$ cat config.mk
export PLATFORM = sky130hd
export DESIGN_NAME = adjust_mode_sequencer
export DESIGN_NICKNAME = d
export VERILOG_FILES = /design/src/rtl/adjust_mode_sequencer.sv
export SDC_FILE = /design/constraint.sdc
export NUM_CORES = 1
export LEC_CHECK = 0
export BUFFER_PORTS_ARGS = -buffer_cell sky130_fd_sc_hd__buf_4
export CORE_MARGIN = 10
export CORE_UTILIZATION = 56
export DETAILED_ROUTE_END_ITERATION = 7
export GPL_TIMING_DRIVEN = 0
export PLACE_DENSITY_LB_ADDON = 0.1
export SETUP_SLACK_MARGIN = 0.4
export SLEW_MARGIN = 20
export SYNTH_ARGS = -nofsm -noshare
export SYNTH_HDL_FRONTEND = slang
export SYNTH_SLANG_ARGS = --single-unit
export TNS_END_PERCENT = 30
$ cat constraint.sdc
create_clock -name clk -period 1.5 [get_ports clk]
set_input_delay 0.15 -clock clk [delete_from_list [all_inputs] [get_ports clk]]
set_output_delay 0.15 -clock clk [all_outputs]
set_load 0.02 [all_outputs]
$ cat src/rtl/adjust_mode_sequencer.sv
// Purpose: debounced MODE/INC front end stepping the RUN->HOURS->MINUTES->SECONDS field select, with inactivity timeout.
// Latency: button edge to output is 2 sync + DEBOUNCE_CYCLES stable + 1 register cycles; tick-driven timeout lands the cycle after the expiring tick.
// Backpressure: none; buttons are levels and tick is a strobe, so nothing is ever stalled. Optional blink output under ADJUST_BLINK_EN.
module adjust_mode_sequencer #(
    parameter int DEBOUNCE_CYCLES = 16,
    parameter int TIMEOUT_TICKS   = 10,
    parameter int BLINK_TICKS     = 1
) (
    input  logic       clk,
    input  logic       rst_n,
    input  logic       tick,
    input  logic       btn_mode,
    input  logic       btn_inc,
    output logic [2:0] adjust_mode,
    output logic       adjust_increment,
    output logic       adjust_active,
    output logic       blink
);

    localparam int DBW = (DEBOUNCE_CYCLES > 1) ? $clog2(DEBOUNCE_CYCLES) : 1;
    localparam int TOW = $clog2(TIMEOUT_TICKS + 1);
    localparam logic [DBW-1:0] DB_LAST = DBW'(DEBOUNCE_CYCLES - 1);
    localparam logic [TOW-1:0] TO_LAST = TOW'(TIMEOUT_TICKS - 1);
    localparam logic [TOW-1:0] TO_MAX  = TOW'(TIMEOUT_TICKS);

    // State codes double as the one-hot field select seen by the datapath.
    typedef enum logic [2:0] {
        ST_RUN     = 3'b000,
        ST_HOURS   = 3'b100,
        ST_MINUTES = 3'b010,
        ST_SECONDS = 3'b001
    } state_t;

    state_t state;
    state_t state_nxt;

    // Bit 0 carries MODE, bit 1 carries INC through the shared debounce path.
    logic [1:0]     btn_raw;
    logic [1:0]     sync1;
    logic [1:0]     sync2;
    logic [1:0]     deb;
    logic [DBW-1:0] db_cnt [2];
    logic           mode_q;
    logic           mode_press;
    logic           inc_lvl;
    logic           in_adjust;
    logic           timeout_hit;
    logic [TOW-1:0] to_cnt;
    logic           active_d;
    logic           inc_d;

    assign btn_raw = {btn_inc, btn_mode};

    // Two-flop synchronisers followed by a stability counter per button.
    always_ff @(posedge clk or negedge rst_n) begin
        if (!rst_n) begin
            sync1     <= 2'b00;
            sync2     <= 2'b00;
            deb       <= 2'b00;
            db_cnt[0] <= '0;
            db_cnt[1] <= '0;
        end else begin
            sync1 <= btn_raw;
            sync2 <= sync1;
            for (int i = 0; i < 2; i++) begin
                if (sync2[i] == deb[i]) begin
                    db_cnt[i] <= '0;
                end else if (db_cnt[i] == DB_LAST) begin
                    deb[i]    <= sync2[i];
                    db_cnt[i] <= '0;
                end else begin
                    db_cnt[i] <= db_cnt[i] + 1'b1;
                end
            end
        end
    end

    // Delayed debounced MODE level for rising-edge detection.
    always_ff @(posedge clk or negedge rst_n) begin
        if (!rst_n) begin
            mode_q <= 1'b0;
        end else begin
            mode_q <= deb[0];
        end
    end

    assign mode_press = deb[0] & ~mode_q;
    assign inc_lvl    = deb[1];
    assign in_adjust  = (state != ST_RUN);

    // Expiry happens on the tick that would bring the idle count to TIMEOUT_TICKS.
    assign timeout_hit = in_adjust && tick && !inc_lvl && (to_cnt >= TO_LAST);

    // Inactivity counter: only idle ticks inside an adjust state advance it.
    always_ff @(posedge clk or negedge rst_n) begin
        if (!rst_n) begin
            to_cnt <= '0;
        end else if (!in_adjust || mode_press || inc_lvl || timeout_hit) begin
            to_cnt <= '0;
        end else if (tick && (to_cnt != TO_MAX)) begin
            to_cnt <= to_cnt + 1'b1;
        end
    end

    // State register.
    always_ff @(posedge clk or negedge rst_n) begin
        if (!rst_n) begin
            state <= ST_RUN;
        end else begin
            state <= state_nxt;
        end
    end

    // Next state: a MODE press always steps the field, even when the timeout expires in the same cycle.
    always_comb begin
        state_nxt = state;
        if (mode_press) begin
            case (state)
                ST_RUN:     state_nxt = ST_HOURS;
                ST_HOURS:   state_nxt = ST_MINUTES;
                ST_MINUTES: state_nxt = ST_SECONDS;
                default:    state_nxt = ST_RUN;
            endcase
        end else if (timeout_hit) begin
            state_nxt = ST_RUN;
        end
    end

    // Output decode from the upcoming state so outputs register in step with the state.
    always_comb begin
        active_d = (state_nxt != ST_RUN);
        inc_d    = inc_lvl && active_d;
    end

    // Output registers.
    always_ff @(posedge clk or negedge rst_n) begin
        if (!rst_n) begin
            adjust_increment <= 1'b0;
            adjust_active    <= 1'b0;
        end else begin
            adjust_increment <= inc_d;
            adjust_active    <= active_d;
        end
    end

    assign adjust_mode = state;

`ifdef ADJUST_BLINK_EN
    localparam int BLW = (BLINK_TICKS > 1) ? $clog2(BLINK_TICKS) : 1;
    localparam logic [BLW-1:0] BL_LAST = BLW'(BLINK_TICKS - 1);

    logic           blink_q;
    logic [BLW-1:0] bl_cnt;

    // Blink phase restarts visible on any field change and stays visible while incrementing.
    always_ff @(posedge clk or negedge rst_n) begin
        if (!rst_n) begin
            blink_q <= 1'b0;
            bl_cnt  <= '0;
        end else if (!active_d || (state_nxt != state) || inc_d) begin
            blink_q <= 1'b0;
            bl_cnt  <= '0;
        end else if (tick) begin
            if (bl_cnt == BL_LAST) begin
                blink_q <= ~blink_q;
                bl_cnt  <= '0;
            end else begin
                bl_cnt <= bl_cnt + 1'b1;
            end
        end
    end

    assign blink = blink_q;
`else
    logic unused_blink_cfg;
    assign unused_blink_cfg = (BLINK_TICKS != 0);
    assign blink            = 1'b0;
`endif

endmodule

### After elaboration in Yosys (flattened, before gate mapping)

Index checks and enable logic that the tools add are counted.

* latch bits: 0
* memories kept: 0
* RAM bits: 0
* flip-flop bits (word level): 24
* logic and storage cells: 51
* bits in read-only memories: 0

* shift operators: 0
* $mul: 0
* reduce and logical (&&, ||, !) cells: 16
* divide/modulo/power cells: 0
* $add $sub $neg: 3
* multiplexer cells: 9
* magnitude comparators: 1
* bitwise operators: 4
* equal/unequal tests: 7

Operator list (count)
* 2-to-1 mux 4 bit: 6
* adder 4 x 1 -> 4 bit, second input constant: 3
* case mux 3 bit (3 select lines): 1
* equality test 4 bit, second input constant: 2
* 2-to-1 mux 3 bit: 2
* nonzero test 3 bit: 2
* logical AND 1 bit: 5
* >= comparator 4 bit, second input constant: 1
* != test 4 bit, second input constant: 1
* AND reduction 2 bit: 2
* equality test 3 x 2 -> 1 bit, second input constant: 1
* equality test 3 bit, second input constant: 1
* zero test 3 bit: 1
* logical OR 1 bit: 3
* NOT 1 bit: 3
* equality test 1 bit: 2
* zero test 1 bit: 2
* nonzero test 2 bit: 1
* bitwise AND 1 bit: 1

### Longest topological paths before layout

* word-level depth: 8
* gate-level depth with buffers: 5
* mapped depth without buffers: 5

### Worst setup path after synthesis

No wires, ideal clock.

* path kind: reg-to-reg
* start point: reg to_cnt[0]
* end point: reg state[0], in the netlist adjust_mode[0]
* data arrival time: 1.277 ns
* slack: 0.101 ns
* buffers on the path: 0
* data required time: 1.378 ns
* cell stages (with the launch flop): 6
* setup time: 0.122 ns
* cell sequence: dfrtp_1 > inv_1 > ha_1 > nor3b_2 > o31a_1 > a32o_1

* word-level cells in the longest chain between the ends: 4

Ends and longest elaborated chain
* start: declaration: RTL line 48 `logic [TOW-1:0] to_cnt;`
* start signal: assignment: RTL line 101 `to_cnt <= to_cnt + 1'b1;`
* >= comparator 4 bit: RTL line 92 `assign timeout_hit = in_adjust && tick && !inc_lvl && (to_cnt >= TO_LAST);`
* logical AND 1 bit: RTL line 92
* 2-to-1 mux 3 bit: RTL line 124 `end else if (timeout_hit) begin`
* 2-to-1 mux 3 bit: RTL line 117 `if (mode_press) begin`
* via state_nxt[0]: RTL line 35 `state_t state_nxt;`
* end signal: assignment: RTL line 110 `state <= state_nxt;`
* end: declaration: RTL line 34 `state_t state;`

The timed path passes the listed nets, and every way through them passes these cells.
A chain may end at the register's enable or synchronous reset.

### Final worst setup path

* start point: reg to_cnt[0]
* end point: reg state[1], in the netlist adjust_mode[1]

Same word-level chain as after synthesis.

==> metrics.md <==
| Metric | Value |
|---|---|
| Outcome | `finished, final reports clean` |
| Remaining Overflow, GRT | `0` |
| Seq cells post-synth | `24` |
| Die Y | `63.63 um` |
| Filler Cell Count | `134` |
| Most frequent cells in the layout | `24 x dfrtp_1, 12 x buf_4, 9 x a21oi_1` |
| Core footprint | `1764 um2` |
| Data arrival, critical path | `1640 ps` |
| Initial Util | `60.43%` |
| Leak | `0.0005732 uW` |
| Crit end category | `flop` |
| Post-synthesis cell type count | `27` |
| Most common cell after layout, fill and taps aside | `dfrtp_1` |
| Share of post-route cells with drive strength above 1 | `21.82%` |
| Critical path class | `flop to flop` |
| Pin count of the biggest net entering global routing | `25` |
| Routed WL | `~1700 um` |
| RSZ-0062 raised after global routing | `yes` |
| Top cell type's share of synthesized area | `between 50 and 60%` |
| Synth area leader | `dfrtp_1` |
| Boundary Pins | `11` |
| Critical-path maximum fanout | `4` |
| Top cells by area, synth | `dfrtp_1 56%, ha_1 7.0%, a21oi_1 4.2%` |
| First-pass GRT wire length | `between 2000 and 3000 um` |
| Dpl hpwl | `approximately 1200 um` |
| Register area share after synthesis | `56.34%` |
| Count of pins over their slew limit | `0` |
| WHS Path Cells | `3` |
| Fmax | `between 0.7 and 0.8 GHz` |
| Clock Sinks | `24` |
| Synth async-reset ratio | `100.0%` |
| Routed length per instance | `12.93 um` |
| Post-synthesis cell area | `between 1000 and 1500 um2` |
| Min Tclk post-route | `1425 ps` |
| Synthesis Warnings | `0` |
| I/O Buffers | `9` |
| CTS buffer count | `3` |
| Number of global-route vias before repair | `between 700 and 800` |
| # rows | `15` |
| Area Growth Syn to Fin | `19.25%` |
| Setup TNS | `0 ps` |
| DR DRC count | `0` |
| Pwr Total | `1673 uW` |
| H-tree Lvls | `1` |
| Gate Count Post-Synth | `92` |
| Post-DR vias/cell | `roughly 5.4` |
| CTS tree | `done` |
| Initial drt markers | `23` |
| Nets | `122` |
| Post-synth EDFFs | `0` |
| Clock transition at path regs | `130 ps` |
| Synth Flop Type | `dfrtp_1` |
| IR drop worst, VDD | `a little under 0.0009 V` |
| Global placement routability congestion | `0.7652` |
| Post-Syn Nets | `103` |
| Detail Route Antenna Nets | `0` |
| Clock skew | `6.114 ps` |
| Initial antenna violation count | `0` |
| CTS Root Cell | `clkbuf_4` |
| Max Cap Viol | `0` |
| Ant. Diodes | `0` |
| Min-delay worst type | `input port to flop` |
| Critical Path RT | `1710 ps` |
| Tcrit/Tclk final | `95.00%` |
| Clock Path Buffers | `2` |
| GRT Util Overall | `a little under a tenth` |
| Worst-Skew Late Latency | `roughly 310 ps` |
| Total die area | `4049 um2` |
| # setup viols final | `0` |
| Drt pass-1 iters | `4` |
| Final Hold Viols | `0` |
| Worst R2R Path Depth | `5` |
| Avg Inst Size Synth | `11.59 um2` |
| Worst Setup Start Kind | `flop` |
| Die width | `63.63 um` |
| Pwr dens | `1316 nW/um2` |
| Routed vias | `734` |
## routing by layer
| metal | vias up | wire, um | track usage, % |
|---|---|---|---|
| li1 | 362 | - | - |
| met1 | 360 | 815 | 10.11 |
| met2 | 10 | 826 | 14.45 |
| met3 | 2 | 87 | 3.534 |
| met4 | 0 | 17 | 4.918 |
| met5 | - | 0 | 0 |
## power breakdown
part	internal, uW	total (uW)	switching (uW)
Clock	148	336	187
Sequential	726	806	79.9
Combinational	266	531	264
## stage by stage
stage | utilization, % | hold slack (ps) | instances | instance area (um2) | setup WS (ps)
after CTS | 72.06 | 128.5 | 135 | 1271 | 83.29
after global placement | 66.52 | 60.41 | 126 | 1174 | 91.56
after floorplan | - | -145.6 | 92 | 1075 | 168.7
after global routing | 72.06 | 121.0 | 135 | 1271 | 12.55
final | 72.06 | 133.9 | 135 | 1271 | 75.06
after detailed placement | 66.52 | 61.43 | 126 | 1174 | 60.73
## registers in the layout, summed over array words and instances, names as in the netlist
signal / flops
to_cnt: 4
adjust_increment: 1
adjust_mode: 3
deb: 2
db_cnt: 8
mode_q: 1
adjust_active: 1
sync2: 2
sync1: 2
## worst paths after layout
check / endpoint / from / slack (ps)
worst min register to register: sync2[1]$_DFF_PN0_ / sync1[1]$_DFF_PN0_ / 370
min in group asynchronous: adjust_increment$_DFF_PN0_ / rst_n / 250
worst max-delay path: adjust_mode[1]$_DFF_PN0_ / to_cnt[0]$_DFFE_PN0P_ / 80
max in group asynchronous: deb[0]$_DFFE_PN0P_ / rst_n / 1020
worst min-delay path: to_cnt[1]$_DFFE_PN0P_ / tick / 130
worst max register to register: adjust_mode[1]$_DFF_PN0_ / to_cnt[0]$_DFFE_PN0P_ / 80
## synth_stat cells, types with 2 or more instances
cell,instances
nand3_1,4
xnor2_1,4
dfrtp_1,24
a32o_1,2
mux2_2,2
nor3b_1,2
a21oi_1,9
nand4b_1,2
inv_1,6
nand2_1,3
nor2b_1,3
nor2_1,7
ha_1,6
o21ai_0,5
## cell type report
cell class / instances / area, um2 / area share [%]
sequential: 24 / 600.6 / 47.24
timing repair buffer: 14 / 112.6 / 8.858
tap: 25 / 31.28 / 2.461
buffer: 1 / 7.507 / 0.5906
inverter: 6 / 22.52 / 1.772
clock buffer: 4 / 36.28 / 2.854
multi-input combinational: 61 / 460.4 / 36.22
## worst max-delay path, stage by stage (launching register included)
cell and delay, ps:
dfrtp_1 440, inv_2 80, ha_4 150, nor3b_4 150, o31a_1 270, a32o_1 220
## cells by family after synthesis
kind of cell / count (synthesis) / synth area share [%]
other: 1 / 0.3518
DFF: 24 / 56.34
AOI/OAI and AO/OA: 22 / 13.26
xor gates and xnor gates: 4 / 3.286
and+or+nand+nor: 26 / 14.79
buffers and inverters: 7 / 2.817
muxes: 2 / 2.113
adders and majority gates: 6 / 7.042
## timing repair
action,CTS,global route
endpoints found under the setup margin,13,18
hold buffers,3,0
buffers inserted,2,0
pin swaps,2,0
gates resized for setup,2,0
gates cloned,0,0
hold endpoints to repair,26,0
Power figures use the tool's default switching activity.
